<file path="src/rtl/ram_port_arbiter_pkg.sv">
// Shared widths and encodings for the IF/MEM single-port RAM arbiter.
// Consumed by ram_port_arbiter, ram_arb_pick and ram_port_arbiter_if.
package ram_port_arbiter_pkg;

   localparam int ADDR_BUS    = 32;
   localparam int DATA_BUS    = 32;
   localparam int MEM_SEL_BUS = 4;

   typedef enum logic [1:0] {
      ARB_IDLE = 2'd0,
      ARB_BUSY = 2'd1,
      ARB_DONE = 2'd2
   } arb_state_e;

   typedef enum logic {
      ARB_OWNER_IF   = 1'b0,
      ARB_OWNER_DATA = 1'b1
   } arb_owner_e;

   // Fetch addresses are byte addresses; the RAM only ever sees word addresses.
   function automatic logic [ADDR_BUS-1:0] word_align(input logic [ADDR_BUS-1:0] addr);
      return addr & {{(ADDR_BUS-2){1'b1}}, 2'b00};
   endfunction

endpackage

</file>
<file path="src/rtl/ram_port_arbiter_if.sv">
// Request/response and RAM-side bundle of the IF/MEM RAM port arbiter.
// Handshake: a requester raises if_req/d_en with stable address/data and holds them until its
// one-cycle *_ready pulse (rdata valid in that cycle); ready is never back-pressured.
interface ram_port_arbiter_if;
   import ram_port_arbiter_pkg::*;

   logic                   if_req;
   logic [ADDR_BUS-1:0]    if_addr;
   logic [DATA_BUS-1:0]    if_rdata;
   logic                   if_ready;

   logic                   d_en;
   logic [MEM_SEL_BUS-1:0] d_we;
   logic [ADDR_BUS-1:0]    d_addr;
   logic [DATA_BUS-1:0]    d_wdata;
   logic [DATA_BUS-1:0]    d_rdata;
   logic                   d_ready;

   logic                   ram_en;
   logic [MEM_SEL_BUS-1:0] ram_we;
   logic [ADDR_BUS-1:0]    ram_addr;
   logic [DATA_BUS-1:0]    ram_wdata;
   logic [DATA_BUS-1:0]    ram_rdata;

   logic                   stall_req;

   modport slave (
      input  if_req, if_addr, d_en, d_we, d_addr, d_wdata, ram_rdata,
      output if_rdata, if_ready, d_rdata, d_ready,
      output ram_en, ram_we, ram_addr, ram_wdata, stall_req
   );

   modport master (
      output if_req, if_addr, d_en, d_we, d_addr, d_wdata, ram_rdata,
      input  if_rdata, if_ready, d_rdata, d_ready,
      input  ram_en, ram_we, ram_addr, ram_wdata, stall_req
   );

endinterface

</file>
<file path="src/rtl/ram_arb_pick.sv">
// Combinational owner selection for the RAM port: data wins unless the fetch side is starving.
// The fairness input exists only when RAM_ARB_FAIRNESS_EN is defined.
module ram_arb_pick
   import ram_port_arbiter_pkg::*;
(
   input  logic       d_en,
   input  logic       if_req,
`ifdef RAM_ARB_FAIRNESS_EN
   input  logic       fair_hit,
`endif
   output logic       valid,
   output arb_owner_e owner
);

   always_comb begin
      valid = d_en | if_req;
      owner = ARB_OWNER_IF;
      if (d_en) begin
         owner = ARB_OWNER_DATA;
      end
`ifdef RAM_ARB_FAIRNESS_EN
      if (fair_hit) begin
         owner = ARB_OWNER_IF;
      end
`endif
   end

endmodule

</file>
<file path="src/rtl/ram_port_arbiter.sv">
// Shares one single-port synchronous RAM between instruction fetch and the MEM stage.
// Optional fetch starvation relief is enabled by defining RAM_ARB_FAIRNESS_EN.
module ram_port_arbiter
   import ram_port_arbiter_pkg::*;
#(
   parameter int RAM_LATENCY = 1,
   parameter int FAIR_LIMIT  = 4
) (
   input  logic              clk,
   input  logic              rst,
   ram_port_arbiter_if.slave bus,
   output arb_state_e        state
);

   if (RAM_LATENCY < 1 || RAM_LATENCY > 7 || FAIR_LIMIT < 1 || FAIR_LIMIT > 7) begin : g_param_check
      $error("ram_port_arbiter: RAM_LATENCY and FAIR_LIMIT must be in 1..7");
   end

   arb_state_e             next_state;
   arb_owner_e             owner;
   arb_owner_e             pick_owner;
   logic                   pick_valid;
   logic [2:0]             cnt;
   logic [ADDR_BUS-1:0]    addr_q;
   logic [MEM_SEL_BUS-1:0] we_q;
   logic [DATA_BUS-1:0]    wdata_q;
   logic [DATA_BUS-1:0]    if_rdata_q;
   logic [DATA_BUS-1:0]    d_rdata_q;

`ifdef RAM_ARB_FAIRNESS_EN
   logic [2:0] fair_cnt;
   logic       fair_hit;

   assign fair_hit = bus.if_req && (fair_cnt == 3'(FAIR_LIMIT));

   // Counts back-to-back data grants that left a fetch waiting; any fetch grant or idle fetch clears it.
   always_ff @(posedge clk or negedge rst) begin
      if (!rst) begin
         fair_cnt <= '0;
      end else if (state == ARB_IDLE) begin
         if (!bus.if_req || (pick_valid && pick_owner == ARB_OWNER_IF)) begin
            fair_cnt <= '0;
         end else if (bus.d_en) begin
            fair_cnt <= fair_cnt + 3'd1;
         end
      end
   end
`endif

   ram_arb_pick u_pick (
      .d_en     (bus.d_en),
      .if_req   (bus.if_req),
`ifdef RAM_ARB_FAIRNESS_EN
      .fair_hit (fair_hit),
`endif
      .valid    (pick_valid),
      .owner    (pick_owner)
   );

   always_ff @(posedge clk or negedge rst) begin
      if (!rst) begin
         state <= ARB_IDLE;
      end else begin
         state <= next_state;
      end
   end

   always_comb begin
      next_state    = state;
      bus.ram_en    = 1'b0;
      bus.ram_we    = '0;
      bus.ram_addr  = '0;
      bus.ram_wdata = '0;
      bus.if_ready  = 1'b0;
      bus.d_ready   = 1'b0;
      case (state)
         ARB_IDLE: begin
            if (pick_valid) begin
               next_state = ARB_BUSY;
            end
         end
         ARB_BUSY: begin
            bus.ram_en    = 1'b1;
            bus.ram_we    = we_q;
            bus.ram_addr  = addr_q;
            bus.ram_wdata = wdata_q;
            if (cnt == 3'd1) begin
               next_state = ARB_DONE;
            end
         end
         ARB_DONE: begin
            bus.if_ready = (owner == ARB_OWNER_IF);
            bus.d_ready  = (owner == ARB_OWNER_DATA);
            next_state   = ARB_IDLE;
         end
         default: begin
            next_state = ARB_IDLE;
         end
      endcase
   end

   // Request fields are captured once in IDLE so the RAM sees stable controls for the whole access.
   always_ff @(posedge clk or negedge rst) begin
      if (!rst) begin
         owner      <= ARB_OWNER_IF;
         cnt        <= '0;
         addr_q     <= '0;
         we_q       <= '0;
         wdata_q    <= '0;
         if_rdata_q <= '0;
         d_rdata_q  <= '0;
      end else begin
         case (state)
            ARB_IDLE: begin
               if (pick_valid) begin
                  owner <= pick_owner;
                  cnt   <= 3'(RAM_LATENCY);
                  if (pick_owner == ARB_OWNER_DATA) begin
                     addr_q  <= bus.d_addr;
                     we_q    <= bus.d_we;
                     wdata_q <= bus.d_wdata;
                  end else begin
                     addr_q  <= word_align(bus.if_addr);
                     we_q    <= '0;
                     wdata_q <= '0;
                  end
               end
            end
            ARB_BUSY: begin
               cnt <= cnt - 3'd1;
               if (cnt == 3'd1) begin
                  if (owner == ARB_OWNER_IF) begin
                     if_rdata_q <= bus.ram_rdata;
                  end else if (we_q == '0) begin
                     d_rdata_q <= bus.ram_rdata;
                  end
               end
            end
            default: begin
            end
         endcase
      end
   end

   assign bus.if_rdata  = if_rdata_q;
   assign bus.d_rdata   = d_rdata_q;
   assign bus.stall_req = rst & ((bus.d_en & ~bus.d_ready) | (bus.if_req & ~bus.if_ready));

endmodule

</file>
<file path="src/flat_wrapper.sv">
// flat-port wrapper written by rule: the top's interface ports become plain ports
module ram_port_arbiter_flat import ram_port_arbiter_pkg::*;
#(
   parameter int RAM_LATENCY = 1,
   parameter int FAIR_LIMIT  = 4
)
  (clk, rst, state, bus_if_req, bus_if_addr, bus_d_en, bus_d_we, bus_d_addr, bus_d_wdata, bus_ram_rdata, bus_if_rdata, bus_if_ready, bus_d_rdata, bus_d_ready, bus_ram_en, bus_ram_we, bus_ram_addr, bus_ram_wdata, bus_stall_req);
  ram_port_arbiter_if bus_i ();
  input  logic clk;
  input  logic rst;
  output arb_state_e state;
  input wire logic [$bits(bus_i.if_req)-1:0] bus_if_req;
  input wire logic [$bits(bus_i.if_addr)-1:0] bus_if_addr;
  input wire logic [$bits(bus_i.d_en)-1:0] bus_d_en;
  input wire logic [$bits(bus_i.d_we)-1:0] bus_d_we;
  input wire logic [$bits(bus_i.d_addr)-1:0] bus_d_addr;
  input wire logic [$bits(bus_i.d_wdata)-1:0] bus_d_wdata;
  input wire logic [$bits(bus_i.ram_rdata)-1:0] bus_ram_rdata;
  output wire logic [$bits(bus_i.if_rdata)-1:0] bus_if_rdata;
  output wire logic [$bits(bus_i.if_ready)-1:0] bus_if_ready;
  output wire logic [$bits(bus_i.d_rdata)-1:0] bus_d_rdata;
  output wire logic [$bits(bus_i.d_ready)-1:0] bus_d_ready;
  output wire logic [$bits(bus_i.ram_en)-1:0] bus_ram_en;
  output wire logic [$bits(bus_i.ram_we)-1:0] bus_ram_we;
  output wire logic [$bits(bus_i.ram_addr)-1:0] bus_ram_addr;
  output wire logic [$bits(bus_i.ram_wdata)-1:0] bus_ram_wdata;
  output wire logic [$bits(bus_i.stall_req)-1:0] bus_stall_req;
  assign bus_i.if_req = bus_if_req;
  assign bus_i.if_addr = bus_if_addr;
  assign bus_i.d_en = bus_d_en;
  assign bus_i.d_we = bus_d_we;
  assign bus_i.d_addr = bus_d_addr;
  assign bus_i.d_wdata = bus_d_wdata;
  assign bus_i.ram_rdata = bus_ram_rdata;
  assign bus_if_rdata = bus_i.if_rdata;
  assign bus_if_ready = bus_i.if_ready;
  assign bus_d_rdata = bus_i.d_rdata;
  assign bus_d_ready = bus_i.d_ready;
  assign bus_ram_en = bus_i.ram_en;
  assign bus_ram_we = bus_i.ram_we;
  assign bus_ram_addr = bus_i.ram_addr;
  assign bus_ram_wdata = bus_i.ram_wdata;
  assign bus_stall_req = bus_i.stall_req;
  ram_port_arbiter #(.RAM_LATENCY(RAM_LATENCY), .FAIR_LIMIT(FAIR_LIMIT)) u_core (.clk(clk), .rst(rst), .bus(bus_i), .state(state));
endmodule
</file>
<file path="config.mk">
export PLATFORM = sky130hd
export DESIGN_NAME = ram_port_arbiter_flat
export DESIGN_NICKNAME = d
export VERILOG_FILES = /design/src/rtl/ram_port_arbiter_pkg.sv /design/src/rtl/ram_port_arbiter_if.sv /design/src/rtl/ram_arb_pick.sv /design/src/rtl/ram_port_arbiter.sv /design/src/flat_wrapper.sv
export SDC_FILE = /design/constraint.sdc
export NUM_CORES = 1
export LEC_CHECK = 0
export CORE_ASPECT_RATIO = 0.7
export CORE_UTILIZATION = 44
export CTS_BUF_LIST = sky130_fd_sc_hd__clkbuf_4
export DETAILED_ROUTE_END_ITERATION = 12
export GPL_ROUTABILITY_DRIVEN = 0
export PLACE_DENSITY = 0.86
export SYNTH_ARGS = -nofsm -noshare
export SYNTH_HDL_FRONTEND = slang
export SYNTH_SLANG_ARGS = --single-unit
export TNS_END_PERCENT = 30
</file>
<file path="constraint.sdc">
create_clock -name clk -period 2.6 [get_ports clk]
set_clock_uncertainty 0.1 [all_clocks]
set_input_delay 0.52 -clock clk [delete_from_list [all_inputs] [get_ports clk]]
set_output_delay 0.52 -clock clk [all_outputs]
set_load 0.02 [all_outputs]
</file>
==> results.md <==
* Psw at around 4400 uW
* Layout cell share with drive strength beyond 1 at between 20 and 30%
* Simple-Gate Fraction of Synth Area at between 9 and 10%
* Yosys top cell by area: dfrtp_1
* Clock Path Buffers at 2
* Routed WL per cell at between 15 and 20 um
* Via count at roughly 4600
* Detail Placement HPWL at approximately 11000 um
* # placed instances at about 940
* Die Y at about 100 um
* Critical path class: reg -> out
* Vias/cell at between 4 and 5
* Hold WS at 0.408 ns
* Final Instance Count excl. Fillers at around 980
* Max-slew headroom at between 40% and 50%
* Reg power frac at ~32%
* Fillcell total at 1008
* Commonest cells in the netlist: dfrtp_1 (138), mux2_2 (124), inv_1 (44), nor2_1 (41), nand2_1 (39)
* Static leakage at 0.00443 uW
* Sequential-to-total area share from yosys stat at 55.6%
* Number of flops mapped to enable cells by yosys at 0
* IO Port Bufs at 271
* Main combinational cell family by area after synthesis: multiplexers
* Peak supply drop at 0.581 mV
* Worst endpoint data arrival time at approximately 1.9 ns
* Least-Margin Pin Slew at ~0.77 ns
* Drt drc at 0
* Max cap viols at 0
* Fin crit share at 95.0%
* Comb pwr share at around 53%
* DIE AREA at 0.0146 mm2
* Met2 Resource Use GR at approximately two fifths
* TritonCTS clock tree: yes
* Root Buffer: clkbuf_4
* Synth Area in Compound Gates at less than 1%
* Htree depth at 4
* WL final at between 15000 and 20000 um
* Post-Syn Instances at slightly above 500
* Area grow syn2layout at 51.2%
* Nets at between 900 and 1000
* Syn_area_per_cell at 12.3 um2
* DRT Pass-1 Iters at 4
* Switching part of the total at 38.8%
* Post-Synth XOR/XNOR Area at 0%
* CTS sink count at approximately 140
* Top FF cell, synth: dfrtp_1
* Clock latency on the worst-skew pair at around 0.50 ns
* CP max FO at 8
* Worst Path Required at roughly 2.0 ns
* Worst-path clk slew at between 0.1 and 0.15 ns
* TritonCTS Buffers at 17
* Post-Synth Adder-Cell Area at less than 1%
* Met3 Usage GRT at 6.00%
* Fin crit period at 2.47 ns
* Int Power at between 6000 and 7000 uW
* Largest net degree at the start of global routing at around 140
* Fmax at slightly above 0.4 GHz
* Chip width at between 100 and 150 um
* Core Area at ~0.013 mm2
* Mux cell area share after synthesis at 29.0%
* Synth area leaders: dfrtp_1 (56%), mux2_2 (22%), mux2i_1 (6.1%)
* GR met1 Demand/Resource at between 20% and 30%
* Yosys Warn Count at 0
* Clk pwr share at between 15 and 20%
* Vias in the first global route at 4900
* ANT nets after route at 0
* Status: finished, final reports clean
* Final global-route overflow total at 0
* Ant diodes at 0
* Pins over their slew limit at 0
* Count leader, synth: dfrtp_1
* P per Cell Area at roughly 1200 mW/mm2
* Boundary Pins at 274
* Synth unique cells at 26
* Total GRT Usage at 21.3%
* Synth top area share at 55.6%
* CP startpoint kind: flip-flop
* Ys async rst share at 100%
* Post-synthesis cell area at just over 0.006 mm2
* Final setup violation count at 0
* Initial cell density of the core at between 40% and 50%
* Flops & latches, synth at 138
* Busiest layer in global routing: met2
* Final Hold Violating Endpoints at 0
* DR iter-0 viols at between 100 and 150
* Initial antenna violation count at 0
* RSZ-0062 raised after global routing: true
* First-pass GRT wire length at around 24000 um
* Hold WC Path Type: reg -> reg
* # rows at 35
* Worst setup EP type: primary output
* Synthesized Nets at ~640
[critical path: stages (launching register included)]
cell and delay [ns]:
dfrtp_2 0.47, and3b_1 0.27, clkdlybuf4s50_1 0.62
[path summary, 6_finish.rpt]
path | start | end | slack (ns) | cells past startpoint
max | u_core.state[0] | bus_d_ready | 0.13 | 2
min | u_core.addr_q[6] | u_core.addr_q[6] | 0.41 | 1
max reg2reg | u_core.cnt[1] | u_core.bus.if_rdata[0] | 0.52 | 6
min reg2reg | u_core.addr_q[6] | u_core.addr_q[6] | 0.41 | 1
max in group asynchronous | rst | u_core.state[0] | 1.23 | 3
min in group asynchronous | rst | u_core.wdata_q[14] | 0.54 | 3
[cell type report]
cell class | instances | area, um2 | share of cell area, %
well taps | 185 | 231 | 2.47
multi-input cells | 292 | 2460 | 26.2
clock inverters | 15 | 235 | 2.51
clock buffers | 17 | 128 | 1.36
repair buffers | 285 | 2710 | 28.9
inverters | 44 | 165 | 1.76
flip-flops and latches | 138 | 3450 | 36.8
[sequential cells by signal, summed over array words and instances (netlist names)]
name	count
u_core.addr_q	32
u_core.bus.d_rdata	32
u_core.bus.if_rdata	32
u_core.cnt	3
u_core.owner	1
u_core.state	2
u_core.wdata_q	32
u_core.we_q	4
[placed cells by master (no fill, tap or decap), types with 17 or more instances in the layout]
| master | n |
|---|---|
| mux2_2 | 124 |
| nand2_1 | 39 |
| inv_1 | 44 |
| dfrtp_1 | 137 |
| clkbuf_2 | 22 |
| and2_1 | 31 |
| nor2_1 | 40 |
| clkdlybuf4s50_1 | 198 |
| dlygate4sd2_1 | 40 |
| mux2i_1 | 38 |
| clkbuf_4 | 17 |
[stage by stage]
| step | setup TNS (ns) | worst slack [ns] | total power (uW) | area [um2] | util, % |
|---|---|---|---|---|---|
| CTS | -0.210 | -0.210 | 11500 | 9420 | 70.1 |
| finish | 0 | 0.129 | 11400 | 9390 | 69.8 |
| global route | -0.0516 | -0.0319 | 12000 | 9390 | 69.8 |
| floorplan | 0 | 0.445 | 7160 | 6210 | - |
| global placement | 0 | 0.102 | 9870 | 9140 | 68.0 |
| detailed placement | 0 | 0.103 | 10100 | 9140 | 68.0 |
[metal layers]
layer,up-vias,part of all wire [%]
met1,2248,40
met5,-,0
li1,2201,-
met4,0,1.2
met2,168,52
met3,14,7.2
[logic make-up after synthesis]
| family | after synthesis |
|---|---|
| muxes | 164 |
| DFF | 138 |
| and+or+nand+nor | 120 |
| buffers and inverters | 74 |
| adders and majority gates | 2 |
| AOI/OAI and AO/OA | 6 |
[power groups by stage]
stage | clock network, uW | registers [uW] | logic (uW)
floorplan | 0 | 4240 | 2920
global placement | 0 | 3630 | 6230
detailed placement | 0 | 3710 | 6370
CTS | 1770 | 3660 | 6060
global route | 1860 | 3770 | 6380
finish | 1710 | 3660 | 6000
[what timing repair did]
| item | CTS | global route |
|---|---|---|
| setup buffers | 0 | 2 |
| endpoints found under the hold margin | 0 | 1 |
| gates cloned | 0 | 0 |
| resized for setup | 74 | 55 |
| hold buffers | 0 | 1 |
| endpoints found under the setup margin | 71 | 33 |
Power figures use the tool's default switching activity.
